==> src/rtl/button_debouncer_if.sv <==
// Pad-side bundle for the push-button conditioner: raw pad input in, clean level
// and long-press flag out.
interface button_debouncer_if;
    logic button_raw;
    logic level_out;
    logic long_press_out;

    modport master (
        output button_raw,
        input  level_out,
        input  long_press_out
    );

    modport slave (
        input  button_raw,
        output level_out,
        output long_press_out
    );
endinterface

==> src/rtl/button_debouncer.sv <==
// Synchronises, polarity-normalises and debounces a mechanical push-button, and flags
// presses held longer than LONG_PRESS_CYCLES.
//
// state        | meaning
// LOW_STABLE   | released, level_out = 0
// RISE_PENDING | sync high, counting toward a confirmed press
// HIGH_STABLE  | pressed, level_out = 1, hold counter advancing
// FALL_PENDING | sync low, counting toward a confirmed release; hold counter frozen
module button_debouncer #(
    parameter int SYNC_STAGES       = 2,
    parameter int DEBOUNCE_CYCLES   = 250000,
    parameter int LONG_PRESS_CYCLES = 25000000,
    parameter bit ACTIVE_LOW        = 1'b0
) (
    input logic          clock,
    input logic          reset_n,
    button_debouncer_if.slave btn
);

    localparam int DW = $clog2(DEBOUNCE_CYCLES + 1);
    localparam int HW = (LONG_PRESS_CYCLES > 0) ? $clog2(LONG_PRESS_CYCLES + 1) : 1;
    localparam logic [DW-1:0] D_TC = DW'(DEBOUNCE_CYCLES - 1);
    localparam logic [HW-1:0] H_TC = HW'((LONG_PRESS_CYCLES > 0) ? LONG_PRESS_CYCLES - 1 : 0);

    typedef enum logic [1:0] {
        LOW_STABLE   = 2'd0,
        RISE_PENDING = 2'd1,
        HIGH_STABLE  = 2'd2,
        FALL_PENDING = 2'd3
    } state_t;

    state_t                 state_q, state_nxt;
    logic [SYNC_STAGES-1:0] sync_q;
    logic [DW-1:0]          dcnt_q, dcnt_nxt;
    logic [HW-1:0]          hcnt_q, hcnt_nxt;
    logic                   level_q, level_nxt;
    logic                   long_q, long_nxt;
    logic                   sample;
    logic                   sync;

    // Reset value 0 in the chain is the released level after normalisation.
    assign sample = btn.button_raw ^ ACTIVE_LOW;
    assign sync   = sync_q[SYNC_STAGES-1];

    always_ff @(posedge clock or negedge reset_n) begin
        if (!reset_n) begin
            sync_q  <= '0;
            state_q <= LOW_STABLE;
            dcnt_q  <= '0;
            hcnt_q  <= '0;
            level_q <= 1'b0;
            long_q  <= 1'b0;
        end else begin
            sync_q  <= {sync_q[SYNC_STAGES-2:0], sample};
            state_q <= state_nxt;
            dcnt_q  <= dcnt_nxt;
            hcnt_q  <= hcnt_nxt;
            level_q <= level_nxt;
            long_q  <= long_nxt;
        end
    end

    always_comb begin
        state_nxt = state_q;
        case (state_q)
            LOW_STABLE:   if (sync) state_nxt = RISE_PENDING;
            RISE_PENDING: begin
                if (!sync)               state_nxt = LOW_STABLE;
                else if (dcnt_q == D_TC) state_nxt = HIGH_STABLE;
            end
            HIGH_STABLE:  if (!sync) state_nxt = FALL_PENDING;
            FALL_PENDING: begin
                if (sync)                state_nxt = HIGH_STABLE;
                else if (dcnt_q == D_TC) state_nxt = LOW_STABLE;
            end
            default:      state_nxt = LOW_STABLE;
        endcase
    end

    always_comb begin
        dcnt_nxt  = dcnt_q;
        hcnt_nxt  = hcnt_q;
        level_nxt = level_q;
        long_nxt  = long_q;
        case (state_q)
            LOW_STABLE: begin
                dcnt_nxt = sync ? DW'(1) : '0;
            end
            RISE_PENDING: begin
                if (!sync) begin
                    dcnt_nxt = '0;
                end else if (dcnt_q == D_TC) begin
                    dcnt_nxt  = '0;
                    level_nxt = 1'b1;
                    hcnt_nxt  = '0;
                end else begin
                    dcnt_nxt = dcnt_q + DW'(1);
                end
            end
            HIGH_STABLE: begin
                // A drop on the terminal-count edge wins over the long-press flag.
                if (!sync) begin
                    dcnt_nxt = DW'(1);
                end else if (LONG_PRESS_CYCLES > 0 && !long_q) begin
                    if (hcnt_q == H_TC) long_nxt = 1'b1;
                    else                hcnt_nxt = hcnt_q + HW'(1);
                end
            end
            FALL_PENDING: begin
                if (sync) begin
                    dcnt_nxt = '0;
                end else if (dcnt_q == D_TC) begin
                    dcnt_nxt  = '0;
                    level_nxt = 1'b0;
                    long_nxt  = 1'b0;
                end else begin
                    dcnt_nxt = dcnt_q + DW'(1);
                end
            end
            default: begin
                dcnt_nxt  = '0;
                level_nxt = 1'b0;
                long_nxt  = 1'b0;
            end
        endcase
    end

    assign btn.level_out      = level_q;
    assign btn.long_press_out = long_q;

endmodule

==> src/flat_wrapper.sv <==
// flat-port wrapper written by rule: the top's interface ports become plain ports
module button_debouncer_flat 
#(
    parameter int SYNC_STAGES       = 2,
    parameter int DEBOUNCE_CYCLES   = 250000,
    parameter int LONG_PRESS_CYCLES = 25000000,
    parameter bit ACTIVE_LOW        = 1'b0
)
  (clock, reset_n, btn_button_raw, btn_level_out, btn_long_press_out);
  button_debouncer_if btn_i ();
  input logic clock;
  input logic reset_n;
  input wire logic [$bits(btn_i.button_raw)-1:0] btn_button_raw;
  output wire logic [$bits(btn_i.level_out)-1:0] btn_level_out;
  output wire logic [$bits(btn_i.long_press_out)-1:0] btn_long_press_out;
  assign btn_i.button_raw = btn_button_raw;
  assign btn_level_out = btn_i.level_out;
  assign btn_long_press_out = btn_i.long_press_out;
  button_debouncer #(.SYNC_STAGES(SYNC_STAGES), .DEBOUNCE_CYCLES(DEBOUNCE_CYCLES), .LONG_PRESS_CYCLES(LONG_PRESS_CYCLES), .ACTIVE_LOW(ACTIVE_LOW)) u_core (.clock(clock), .reset_n(reset_n), .btn(btn_i));
endmodule
==> config.mk <==
export PLATFORM = sky130hd
export DESIGN_NAME = button_debouncer_flat
export DESIGN_NICKNAME = d
export VERILOG_FILES = /design/src/rtl/button_debouncer_if.sv /design/src/rtl/button_debouncer.sv /design/src/flat_wrapper.sv
export SDC_FILE = /design/constraint.sdc
export NUM_CORES = 1
export LEC_CHECK = 0
export ABC_AREA = 1
export BUFFER_PORTS_ARGS = -buffer_cell sky130_fd_sc_hd__clkbuf_2
export CAP_MARGIN = 30
export CORE_ASPECT_RATIO = 1.4
export CORE_MARGIN = 2
export CORE_UTILIZATION = 41
export CTS_BUF_LIST = sky130_fd_sc_hd__clkbuf_8
export CTS_CLUSTER_SIZE = 30
export DETAILED_ROUTE_END_ITERATION = 16
export GPL_TIMING_DRIVEN = 0
export PLACE_DENSITY = 0.62
export SLEW_MARGIN = 20
export SYNTH_ARGS = -nofsm -noshare
export SYNTH_HDL_FRONTEND = slang
export SYNTH_SLANG_ARGS = --single-unit
==> constraint.sdc <==
create_clock -name clock -period 3 [get_ports clock]
set_input_delay 0.3 -clock clock [delete_from_list [all_inputs] [get_ports clock]]
set_output_delay 0.3 -clock clock [all_outputs]
set_load 0.005 [all_outputs]
==> results by group <==
Final layout
  – Ant diodes: 0
  – Multi-input gate area: roughly 1700 um^2
  – Layout Utilization: 0.451
  – Share of layout cells above drive strength 1: 0.0741
  – Area delta synth->final: 7.64%
  – Fin area: about 3500 um^2
  – Filler Cells Inserted: 775
  – Non-filler instance count after layout: 613
  – Storage cell area: 1230 um^2
  – Nets: approximately 520

Global routing
  – All-Layer GR Usage: 0.200
  – Initial antenna violation count: 0
  – First-pass GRT wire length: 13,500 um
  – Vias in the first global route: a little under 3,000
  – Grt total ovfl: 0
  – Largest net degree at the start of global routing: 50

CTS
  – Post-CTS Resized: 0
  – CTS tree: done
  – CTS sink count: a little under 50
  – CTS max path bufs: 2
  – Cts bufs inserted: 5
  – Worst skew pair latency: 0.32 ns
  – Total setup buffers inserted after CTS: 0
  – Clk Tree Root Cell: clkbuf_8
  – H-tree depth: 2
  – Hold buffers post-CTS: 0
  – Clk slew on worst S/H paths: ~0.11 ns

Power and ir drop
  – P per Cell Area: 538 nW/um^2
  – Pwr Total: 1.86 mW
  – Max rail drop VDD: 0.431 mV
  – Leak pwr: approximately 1.5 nW

Timing
  – Final Skew: 0.0121 ns
  – Final min period: approximately 2.1 ns
  – Worst-margin pin slew: 0.690 ns
  – Setup tns final: 0 ns
  – Final hold slack: approximately 0.027 ns
  – Final setup vio count: 0
  – Final Max Slew Viols: 0
  – FMAX: 478 MHz
  – Final period util: 0.697
  – Unrepaired setup endpoints after global routing: false
  – Setup ws final: a little over 0.9 ns
  – Slew HR: 0.540
  – Hold violation count in the final report: 0

Floorplanning
  – Die Width: approximately 79 um
  – Initial core utilization: 0.419
  – Die ar.: around 8600 um^2
  – Io pins: 5
  – Core Area: 7650 um^2
  – DIE HEIGHT: between 100 and 150 um
  – Row count: 38

Worst setup path
  – Critical Path Most Common Cell: nand2_1
  – Crit path max fanout: 10
  – WS Path Type: reg2reg
  – Critical-path cell with the highest stage delay: dfrtp_1
  – Worst Setup SP: u_core.hcnt_q[0]$_DFFE_PN0P_
  – Critical Path Source Type: flip-flop
  – Req. time, crit path: around 3.2 ns
  – Largest delay share family, worst path: simple AND/OR/NAND/NOR gates
  – Crit. End Element: flip-flop
  – Worst R2R Start: u_core.hcnt_q[0]$_DFFE_PN0P_
  – CP Cell Sequence: ha_1 > nand2_1 > nor2_4 > inv_2 > nor2_1 > nand2_1 > nand2_2 > nand2_4 > buf_2 > nand3_1 > nand2_1
  – WP data arrival: about 2.3 ns
  – Worst path max stage delay: 0.48 ns
  – Buffers & Inverters on Critical Path: 2

Logic synthesis
  – Syn nets: 506
  – Sequential area share after synthesis: 0.382
  – Synthesized area per cell: roughly 6.4 um^2
  – Post-synth EDFFs: 0
  – Main synth FF type: dfrtp_1
  – Largest cells by area after synthesis: dfrtp_1 (38%), nand2_1 (22%), nor2_1 (11%)
  – Post-synth ARST share: 1.00
  – Top cell type's share of synthesized area: 0.382
  – Cell Area, Synth: 3210 um^2
  – Largest area contributor in the netlist: dfrtp_1
  – Post-Synthesis Cells: about 500
  – Post-synth cell types: 33
  – Synthesized flop and latch total: 49
  – Synth warn: 0

Placed design
  – DP Worst Slack: 0.918 ns
  – Placed Area: 3360 um^2
  – Placed Cells: 605
  – Port Buf Inserts: 4
  – RePlAce Congestion: a little over 0.9
  – DP Wirelength: 5790 um

Drt
  – Initial DRT Pass Iterations: 4
  – Drt wl/cell: around 12 um
  – Remaining DRCs: 0
  – DRT iter0 DRCs: about 180
  – ANT nets after route: 0
  – Post-Route WL: 7640 um
  – Total number of vias: about 3,000
  – Via-per-instance ratio: between 4 and 5

Worst hold path
  – Worst hold-check path type: in2async

Flow run
  – Max cap viols: 0

Run status
  – Outcome: complete, no violations
area by class of cell:
class / instances / area share
multi-input cells: 394 / 0.502
flip-flops and latches: 49 / 0.355
inverters: 51 / 0.0554
well taps: 100 / 0.0362
clock buffers: 5 / 0.0199
plain buffers: 7 / 0.0163
clock inverters: 3 / 0.00833
repair buffers: 4 / 0.00652
cells in the mapped netlist, types with 2 or more instances:
master,count
a21oi_1,7
buf_2,2
clkbuf_1,2
dfrtp_1,49
ha_1,2
inv_1,37
inv_2,13
nand2_1,190
nand3_1,38
nand4_1,9
nor2_1,97
nor2_2,2
nor3_1,9
nor3b_1,2
o21ai_0,8
o21ai_1,8
xnor2_1,4
xor2_1,7
report_power, final:
group | switching (mW) | leakage (nW) | internal [mW] | total [mW]
registers | 0.0575 | 0.673 | 0.703 | 0.760
clock network | 0.263 | 0.0506 | 0.175 | 0.438
logic | 0.475 | 0.743 | 0.184 | 0.659
path summary, 6_finish.rpt:
kind	endpoint	slack, ns	cells past startpoint
worst max-delay path	u_core.hcnt_q[4]$_DFFE_PN0P_	0.91	11
worst min-delay path	u_core.hcnt_q[18]$_DFFE_PN0P_	0.03	1
worst max register to register	u_core.hcnt_q[4]$_DFFE_PN0P_	0.91	11
worst min register to register	u_core.sync_q[1]$_DFF_PN0_	0.37	0
max in group asynchronous	u_core.dcnt_q[7]$_DFFE_PN0P_	2.51	1
min in group clock	u_core.sync_q[0]$_DFF_PN0_	0.08	1
placed cells by master, fill, tap and decap left out, drive strengths merged:
| master | n |
|---|---|
| nand2 | 193 |
| nor2 | 100 |
| inv | 52 |
| dfrtp | 49 |
| nand3 | 38 |
| o21ai | 16 |
| clkbuf | 11 |
| nor3 | 10 |
| nand4 | 9 |
| a21oi | 8 |
| xor2 | 7 |
| buf | 5 |
| xnor2 | 4 |
| nor3b | 2 |
| ha | 2 |
| clkinv | 2 |
| nand3b | 1 |
| a21boi | 1 |
| o21bai | 1 |
| o22ai | 1 |
| a31oi | 1 |
state kept, by name, indices dropped and copies added (netlist names), named ones only:
signal and count:
u_core.sync_q 2, u_core.btn.level_out 1, u_core.btn.long_press_out 1, u_core.hcnt_q 25, u_core.state_q 1, u_core.dcnt_q 18
logic make-up (layout without fill, tap and decap cells):
| kind of cell | Yosys count | after routing | share of synthesized area |
|---|---|---|---|
| fa+ha+maj | 2 | 2 | 0.00780 |
| flops | 49 | 49 | 0.382 |
| buf+inv | 58 | 70 | 0.0772 |
| compound gates | 28 | 28 | 0.0472 |
| xor+xnor | 11 | 11 | 0.0300 |
| simple gates | 353 | 353 | 0.456 |
per-layer routing:
metal | routed length (um) | part of all wire | track usage | vias to the layer above
met2 | 4180 | 0.55 | 0.388 | 33
met1 | 3180 | 0.42 | 0.221 | 1346
met3 | 157 | 0.021 | 0.0273 | 10
met5 | 0 | 0 | 0 | -
met4 | 132 | 0.017 | 0.0652 | 0
li1 | - | - | - | 1584
Power figures use the tool's default switching activity.
